--- src/rtl/jtframe_rom_arb.sv ---
// Per-slot one-word ROM cache in front of the single SDRAM read port; misses are arbitrated onto sdram_req/sdram_addr.
// Optional JTFRAME_ARB_RR_EN selects round-robin arbitration instead of fixed priority (slot 0 highest).
module jtframe_rom_arb #(
    parameter int SLOTS = 4,
    parameter int AW    = 22,
    parameter int DW    = 32
) (
    input  logic                clk,
    input  logic                rst,
    input  logic                downloading,
    input  logic [SLOTS-1:0]    slot_req,
    input  logic [SLOTS*AW-1:0] slot_addr,
    output logic [SLOTS-1:0]    slot_ok,
    output logic [SLOTS*DW-1:0] slot_dout,
    output logic                sdram_req,
    output logic [AW-1:0]       sdram_addr,
    input  logic                sdram_ack,
    input  logic                data_rdy,
    input  logic [DW-1:0]       data_read,
    output logic                refresh_en
);

    localparam int GW = (SLOTS > 1) ? $clog2(SLOTS) : 1;

    typedef enum logic [1:0] {
        IDLE     = 2'd0,
        WAIT_ACK = 2'd1,
        WAIT_RDY = 2'd2
    } state_t;

    state_t            state, state_nxt;
    logic [SLOTS-1:0]  valid, valid_nxt;
    logic [SLOTS-1:0]  miss;
    logic [AW-1:0]     cache_addr [SLOTS];
    logic [DW-1:0]     cache_data [SLOTS];
    logic [GW-1:0]     grant, grant_nxt, win;
    logic              any_miss;
    logic              fill;
    logic              req_nxt;
    logic              refresh_nxt;
    logic [AW-1:0]     addr_nxt;

    // Hits are combinational so a cached word is returned with no added latency.
    for (genvar i = 0; i < SLOTS; i++) begin : g_slot
        assign slot_ok[i]              = slot_req[i] & valid[i] &
                                         (cache_addr[i] == slot_addr[i*AW +: AW]);
        assign miss[i]                 = slot_req[i] & ~slot_ok[i];
        assign slot_dout[i*DW +: DW]   = cache_data[i];
    end

    assign any_miss = |miss;

`ifdef JTFRAME_ARB_RR_EN
    logic [GW-1:0] rr_ptr;

    function automatic logic [GW-1:0] wrap_idx(input int v);
        return GW'(v % SLOTS);
    endfunction

    // Walk backwards so the miss closest to rr_ptr is the last one assigned.
    always_comb begin
        win = '0;
        for (int k = SLOTS - 1; k >= 0; k--) begin
            if (miss[wrap_idx(int'(rr_ptr) + k)]) win = wrap_idx(int'(rr_ptr) + k);
        end
    end

    always_ff @(posedge clk) begin
        if (rst) begin
            rr_ptr <= '0;
        end else if (state == IDLE && !downloading && any_miss) begin
            rr_ptr <= (win == GW'(SLOTS - 1)) ? '0 : win + 1'b1;
        end
    end
`else
    always_comb begin
        win = '0;
        for (int i = SLOTS - 1; i >= 0; i--) begin
            if (miss[i]) win = GW'(i);
        end
    end
`endif

    always_comb begin
        state_nxt   = state;
        req_nxt     = sdram_req;
        addr_nxt    = sdram_addr;
        grant_nxt   = grant;
        refresh_nxt = refresh_en;
        valid_nxt   = valid;
        fill        = 1'b0;
        case (state)
            IDLE: begin
                if (!downloading && any_miss) begin
                    grant_nxt   = win;
                    addr_nxt    = slot_addr[win*AW +: AW];
                    req_nxt     = 1'b1;
                    refresh_nxt = 1'b0;
                    state_nxt   = WAIT_ACK;
                end else begin
                    refresh_nxt = 1'b1;
                end
            end
            WAIT_ACK: begin
                if (sdram_ack) begin
                    req_nxt = 1'b0;
                    // A controller may return data in the same cycle it acknowledges.
                    if (data_rdy) begin
                        fill      = 1'b1;
                        state_nxt = IDLE;
                    end else begin
                        state_nxt = WAIT_RDY;
                    end
                end
            end
            WAIT_RDY: begin
                if (data_rdy) begin
                    fill      = 1'b1;
                    state_nxt = IDLE;
                end
            end
            default: state_nxt = IDLE;
        endcase
        if (fill && !downloading) valid_nxt[grant] = 1'b1;
        // A download rewrites SDRAM contents, so every cached word becomes stale.
        if (downloading) valid_nxt = '0;
    end

    always_ff @(posedge clk) begin
        if (rst) begin
            state      <= IDLE;
            valid      <= '0;
            grant      <= '0;
            sdram_req  <= 1'b0;
            sdram_addr <= '0;
            refresh_en <= 1'b1;
            for (int i = 0; i < SLOTS; i++) begin
                cache_addr[i] <= '0;
                cache_data[i] <= '0;
            end
        end else begin
            state      <= state_nxt;
            valid      <= valid_nxt;
            grant      <= grant_nxt;
            sdram_req  <= req_nxt;
            sdram_addr <= addr_nxt;
            refresh_en <= refresh_nxt;
            if (fill) begin
                cache_data[grant] <= data_read;
                cache_addr[grant] <= sdram_addr;
            end
        end
    end

endmodule

--- config.mk ---
export PLATFORM = sky130hd
export DESIGN_NAME = jtframe_rom_arb
export DESIGN_NICKNAME = d
export VERILOG_FILES = /design/src/rtl/jtframe_rom_arb.sv
export SDC_FILE = /design/constraint.sdc
export NUM_CORES = 1
export LEC_CHECK = 0
export ABC_AREA = 1
export BUFFER_PORTS_ARGS = -buffer_cell sky130_fd_sc_hd__buf_2
export CAP_MARGIN = 20
export CORE_MARGIN = 2
export CORE_UTILIZATION = 49
export DETAILED_ROUTE_END_ITERATION = 10
export PLACE_DENSITY_LB_ADDON = 0.25
export SETUP_SLACK_MARGIN = 0.1
export SLEW_MARGIN = 20
export SYNTH_ARGS = -nofsm -noshare
export SYNTH_HDL_FRONTEND = slang
export SYNTH_SLANG_ARGS = --single-unit
export TNS_END_PERCENT = 100
--- constraint.sdc ---
create_clock -name clk -period 5.39 [get_ports clk]
set_clock_uncertainty 0.05 [all_clocks]
set_input_delay 0.8085 -clock clk [delete_from_list [all_inputs] [get_ports clk]]
set_output_delay 0.8085 -clock clk [all_outputs]
set_load 0.05 [all_outputs]
### Word level (Yosys, flattened, before mapping)

Memories as Yosys holds them, arrays and structs flattened.
Cells that the tools add are included.

* bits in registers: 32
* bits in writable memories: 216
* output and inout bits: 156
* memories: 2

* multiply operators: 1
* magnitude comparators: 2
* equal/unequal tests: 9
* shift-type cells: 1
* multiplexer cells: 29
* bitwise gates (word level): 17
* reduce and logical (&&, ||, !) cells: 13

Memories
* cache_data: words 4, width 32, rd ports 4, clocked after memory_dff 0, write ports 4, line 35 `logic [DW-1:0] cache_data [SLOTS];`
* cache_addr: words 4, width 22, rd ports 4, clocked after memory_dff 0, write ports 4, line 34 `logic [AW-1:0] cache_addr [SLOTS];`

Operator list (number)
* == test 22 bit: 4
* indexed part select 88 x 8 -> 22 bit: 1
* two-way mux 32 bit: 1
* OR reduction 32 bit: 1
* two-way mux 22 bit: 1
* OR reduction 22 bit: 1
* two-way mux 2 bit: 10
* two-way mux 1 bit: 13
* AND 1 bit: 12
* multiplier 2 x 4 -> 6 bit, second input constant: 1
* != test 2 bit, second input constant: 3
* case mux 2 bit (3 select lines): 1
* AND reduction 3 bit: 2
* NOT 1 bit: 4
* OR 4 bit: 1
* case mux 1 bit (2 select lines): 2
* OR reduction 4 bit: 1
* logical AND 1 bit: 3
* less-than comparator 2 x 3 -> 1 bit, second input constant: 1
* demux 1 bit (select 2 bit): 1
* == test 2 x 1 -> 1 bit, second input constant: 1
* == test 2 bit, second input constant: 1
* greater-or-equal comparator 2 x 1 -> 1 bit, second input constant: 1
* logical NOT 2 bit: 1
* 4 further kinds: 4

### Logic depth before layout (Yosys ltp)

An unclocked memory read counts as a cell.

* depth in word-level cells: 11
* depth in mapped cells: 17
* mapped depth without buffers: 16

### Worst setup path after synthesis

Ideal clock, no wire load.

* path kind: input to register
* start point: input port sdram_ack
* end point: memory cache_addr[3][0], enable pin
* library setup time: 0.546 ns
* arrival: 5.033 ns
* setup slack: -0.240 ns
* cell stages on the path: 4
* path buffers: 0
* cells stage by stage: nand2_1 nand2_1 nand3_1 o31ai_1

RTL lines
* from (decl): line 17 `input logic sdram_ack,`
* to (decl): line 34

==> results by group <==
Floorplanning
  – Row Count: 57
  – Die width: 160 um
  – Die H: 160 um
  – Full die area: 25500 um^2
  – Core ar.: 24100 um^2
  – Starting Density: 0.494
  – Ports: 285

Timing
  – Final number of hold-violating endpoints: 0
  – Worst slew margin: 0.303
  – Setup TNS: 0 ns
  – Fmax: 0.308 GHz
  – RSZ-0062 raised after global routing: no
  – Fin crit period: 3.24 ns
  – Tcrit/Tclk final: 0.602
  – Pins over their slew limit: 0
  – Min Hold Slack: 0.430 ns
  – Setup violators final: 0
  – Worst slew pin tran: 1.04 ns

Clock network
  – H-tree levels: 1
  – CTS Sinks: 248
  – Worst skew pair latency: 0.53 ns
  – TritonCTS buffer count: 27
  – Cts-stage hold buffer count: 0
  – Post_cts resized: 0
  – CTS Buffer Depth: 3
  – CTS Root Cell: clkbuf_16
  – Setup bufs post-CTS: 0
  – TritonCTS clock tree: built
  – Reg clk slew, reported paths: 0.07 ns

Detailed routing
  – Met3 wire len: 4450 um
  – DR top layer: met5
  – Initial DRC count: 1030
  – Metal2 WL: 17200 um
  – Drt first pass iters: 8
  – Met1 Wirelength: 15000 um
  – WL/cell: 18.9 um
  – DR vias: 10227
  – Via-to-Cell Ratio: 5.11
  – Residual DRC: 0
  – Remaining antenna violation count after routing: 0
  – Final wirelength: 37700 um

Place
  – Post-DP HPWL: 27400 um
  – Port bufs: 284
  – Gp weighted congestion: 0.973

Synthesis
  – Largest family of logic cells by synthesized area: simple AND/OR/NAND/NOR gates
  – Xor and xnor area share after synthesis: 0.00810
  – Register area share after synthesis: 0.599
  – Synth Area in Compound Gates: 0.0275
  – Synth Area per Inst: 8.64 um^2
  – Mapped cell area: 11900 um^2
  – Ys Warns: 0
  – Number of synthesized flops with an enable pin: 216
  – Post-synthesis mux area share: 0
  – Register bit total from synthesis: 248
  – Ys flop type: edfxtp_1
  – Netlist cell types: 35
  – Post-Synth Adder-Cell Area: 0.00421
  – Post-synthesis simple-gate area fraction: 0.251
  – Gate Count Post-Synth: 1377
  – Syn_nets: 1510
  – Ys async rst share: 0

Global routing
  – First-pass GRT wire length: 56100 um
  – GRT Total Usage: 0.287
  – GRT overflow: 0
  – Number of global-route vias before repair: 9752
  – Initial antenna violation count: 7
  – Largest net degree at the start of global routing: 56

Critical path
  – CP Cell Sequence: xnor2_1 > nand4_1 > nor4_1 > nand3_1 > nor4_1 > buf_2
  – Data arrival time of the critical path: 2.38 ns
  – CP peak stage delay: 0.39 ns
  – CP endpoint kind: output pin
  – Most frequent CP cell: nor4_1
  – Worst Setup Path Type: reg2out
  – Worst Path Required: 4.53 ns
  – Slowest stage cell, crit path: edfxtp_1
  – Critical Path Fanout Max: 2
  – CP Launch Type: flop

Status
  – Outcome: finished clean

Flow run
  – Max_cap viols: 0

Cells and area
  – Synth-to-Final Area Change: 21.4%
  – Commonest non-fill, non-tap cell in the layout: nand2_1
  – Most frequent cells in the layout: nand2_1 (294), buf_2 (284), nor2_1 (277), inv_1 (264), edfxtp_1 (216)
  – Nets: 1789
  – Share of cells above drive strength 1: 0.223

Power
  – Max IR drop VDD: 0.000248 V
  – Power Density: 330 nW/um^2
  – Pleak: 6.86 nW

Worst hold path
  – Type of the worst min-delay path: reg2reg
cells by family (layout without fill, tap and decap cells):
| logic type | after synthesis | count (layout) |
|---|---|---|
| compound gates | 59 | 59 |
| fa+ha+maj | 4 | 4 |
| other cells | 0 | 2 |
| simple gates | 728 | 728 |
| xor+xnor | 11 | 11 |
| flops | 248 | 248 |
| buf+inv | 327 | 624 |
worst paths after layout:
path	from	endpoint	slack [ns]	depth (start not counted)
max reg2reg	state[1]	cache_data[1][2]	2.16	10
max	cache_addr[1][18]	slot_ok[1]	2.15	6
min reg2reg	refresh_en	refresh_en	0.43	2
min	refresh_en	refresh_en	0.43	2
report_power, final:
group / internal [mW] / leakage (nW) / switching, mW / total [mW]
combinational: 0.169 / 3.96 / 0.564 / 0.733
sequential: 2.17 / 2.49 / 0.0466 / 2.22
clock: 1.06 / 0.409 / 0.760 / 1.82
flip-flops by register name, indices dropped and copies added (netlist names):
| signal | cells |
|---|---|
| cache_addr | 88 |
| cache_data | 128 |
| grant | 2 |
| refresh_en | 1 |
| sdram_addr | 22 |
| sdram_req | 1 |
| state | 2 |
| valid | 4 |
Yosys cell counts, drive strengths merged (3+ instances only):
cell type,count,share of area
inv,283,0.089
dfxtp,32,0.054
nand4,5,0.0026
ha,4,0.0042
nor3,10,0.0042
xnor2,8,0.0059
edfxtp,216,0.55
nand3,123,0.053
a21oi,33,0.015
buf,20,0.014
o21ai,21,0.0091
clkbuf,24,0.0076
xor2,3,0.0022
nand2,306,0.099
nor2,279,0.089
critical path: cells and delay by family (launching register included):
kind,cells,cell delay (ns)
buffers and inverters,1,0.34
DFF,1,0.39
and+or+nand+nor,4,0.88
xor gates and xnor gates,1,0.26
per-layer routing:
metal | vias up | global-route usage
met2 | 545 | 0.458
met5 | - | 0
met4 | 12 | 0.0823
met3 | 77 | 0.0844
met1 | 4750 | 0.385
li1 | 4843 | -
through the flow:
step	cell area [um^2]	total power, mW	instances	utilization	worst slack, ns
2_1_floorplan	11900	2.74	1377	-	1.45
3_3_place_gp	13600	2.98	1951	0.563	1.70
3_5_place_dp	13600	2.98	1951	0.563	1.71
4_1_cts	14400	4.77	1998	0.599	2.13
5_1_grt	14400	4.91	1998	0.599	1.90
6_report	14400	4.77	2000	0.599	2.15
final cells by class:
| cell class | instances | area, um^2 |
|---|---|---|
| clock buffers | 30 | 687 |
| flip-flops and latches | 248 | 7130 |
| inverters | 283 | 1060 |
| repair buffers | 294 | 1500 |
| fillers | 2197 | 9660 |
| clock inverters | 17 | 169 |
| multi-input cells | 802 | 3490 |
| well taps | 324 | 405 |
| diodes | 2 | 5.00 |
(Power assumes the default switching activity.)
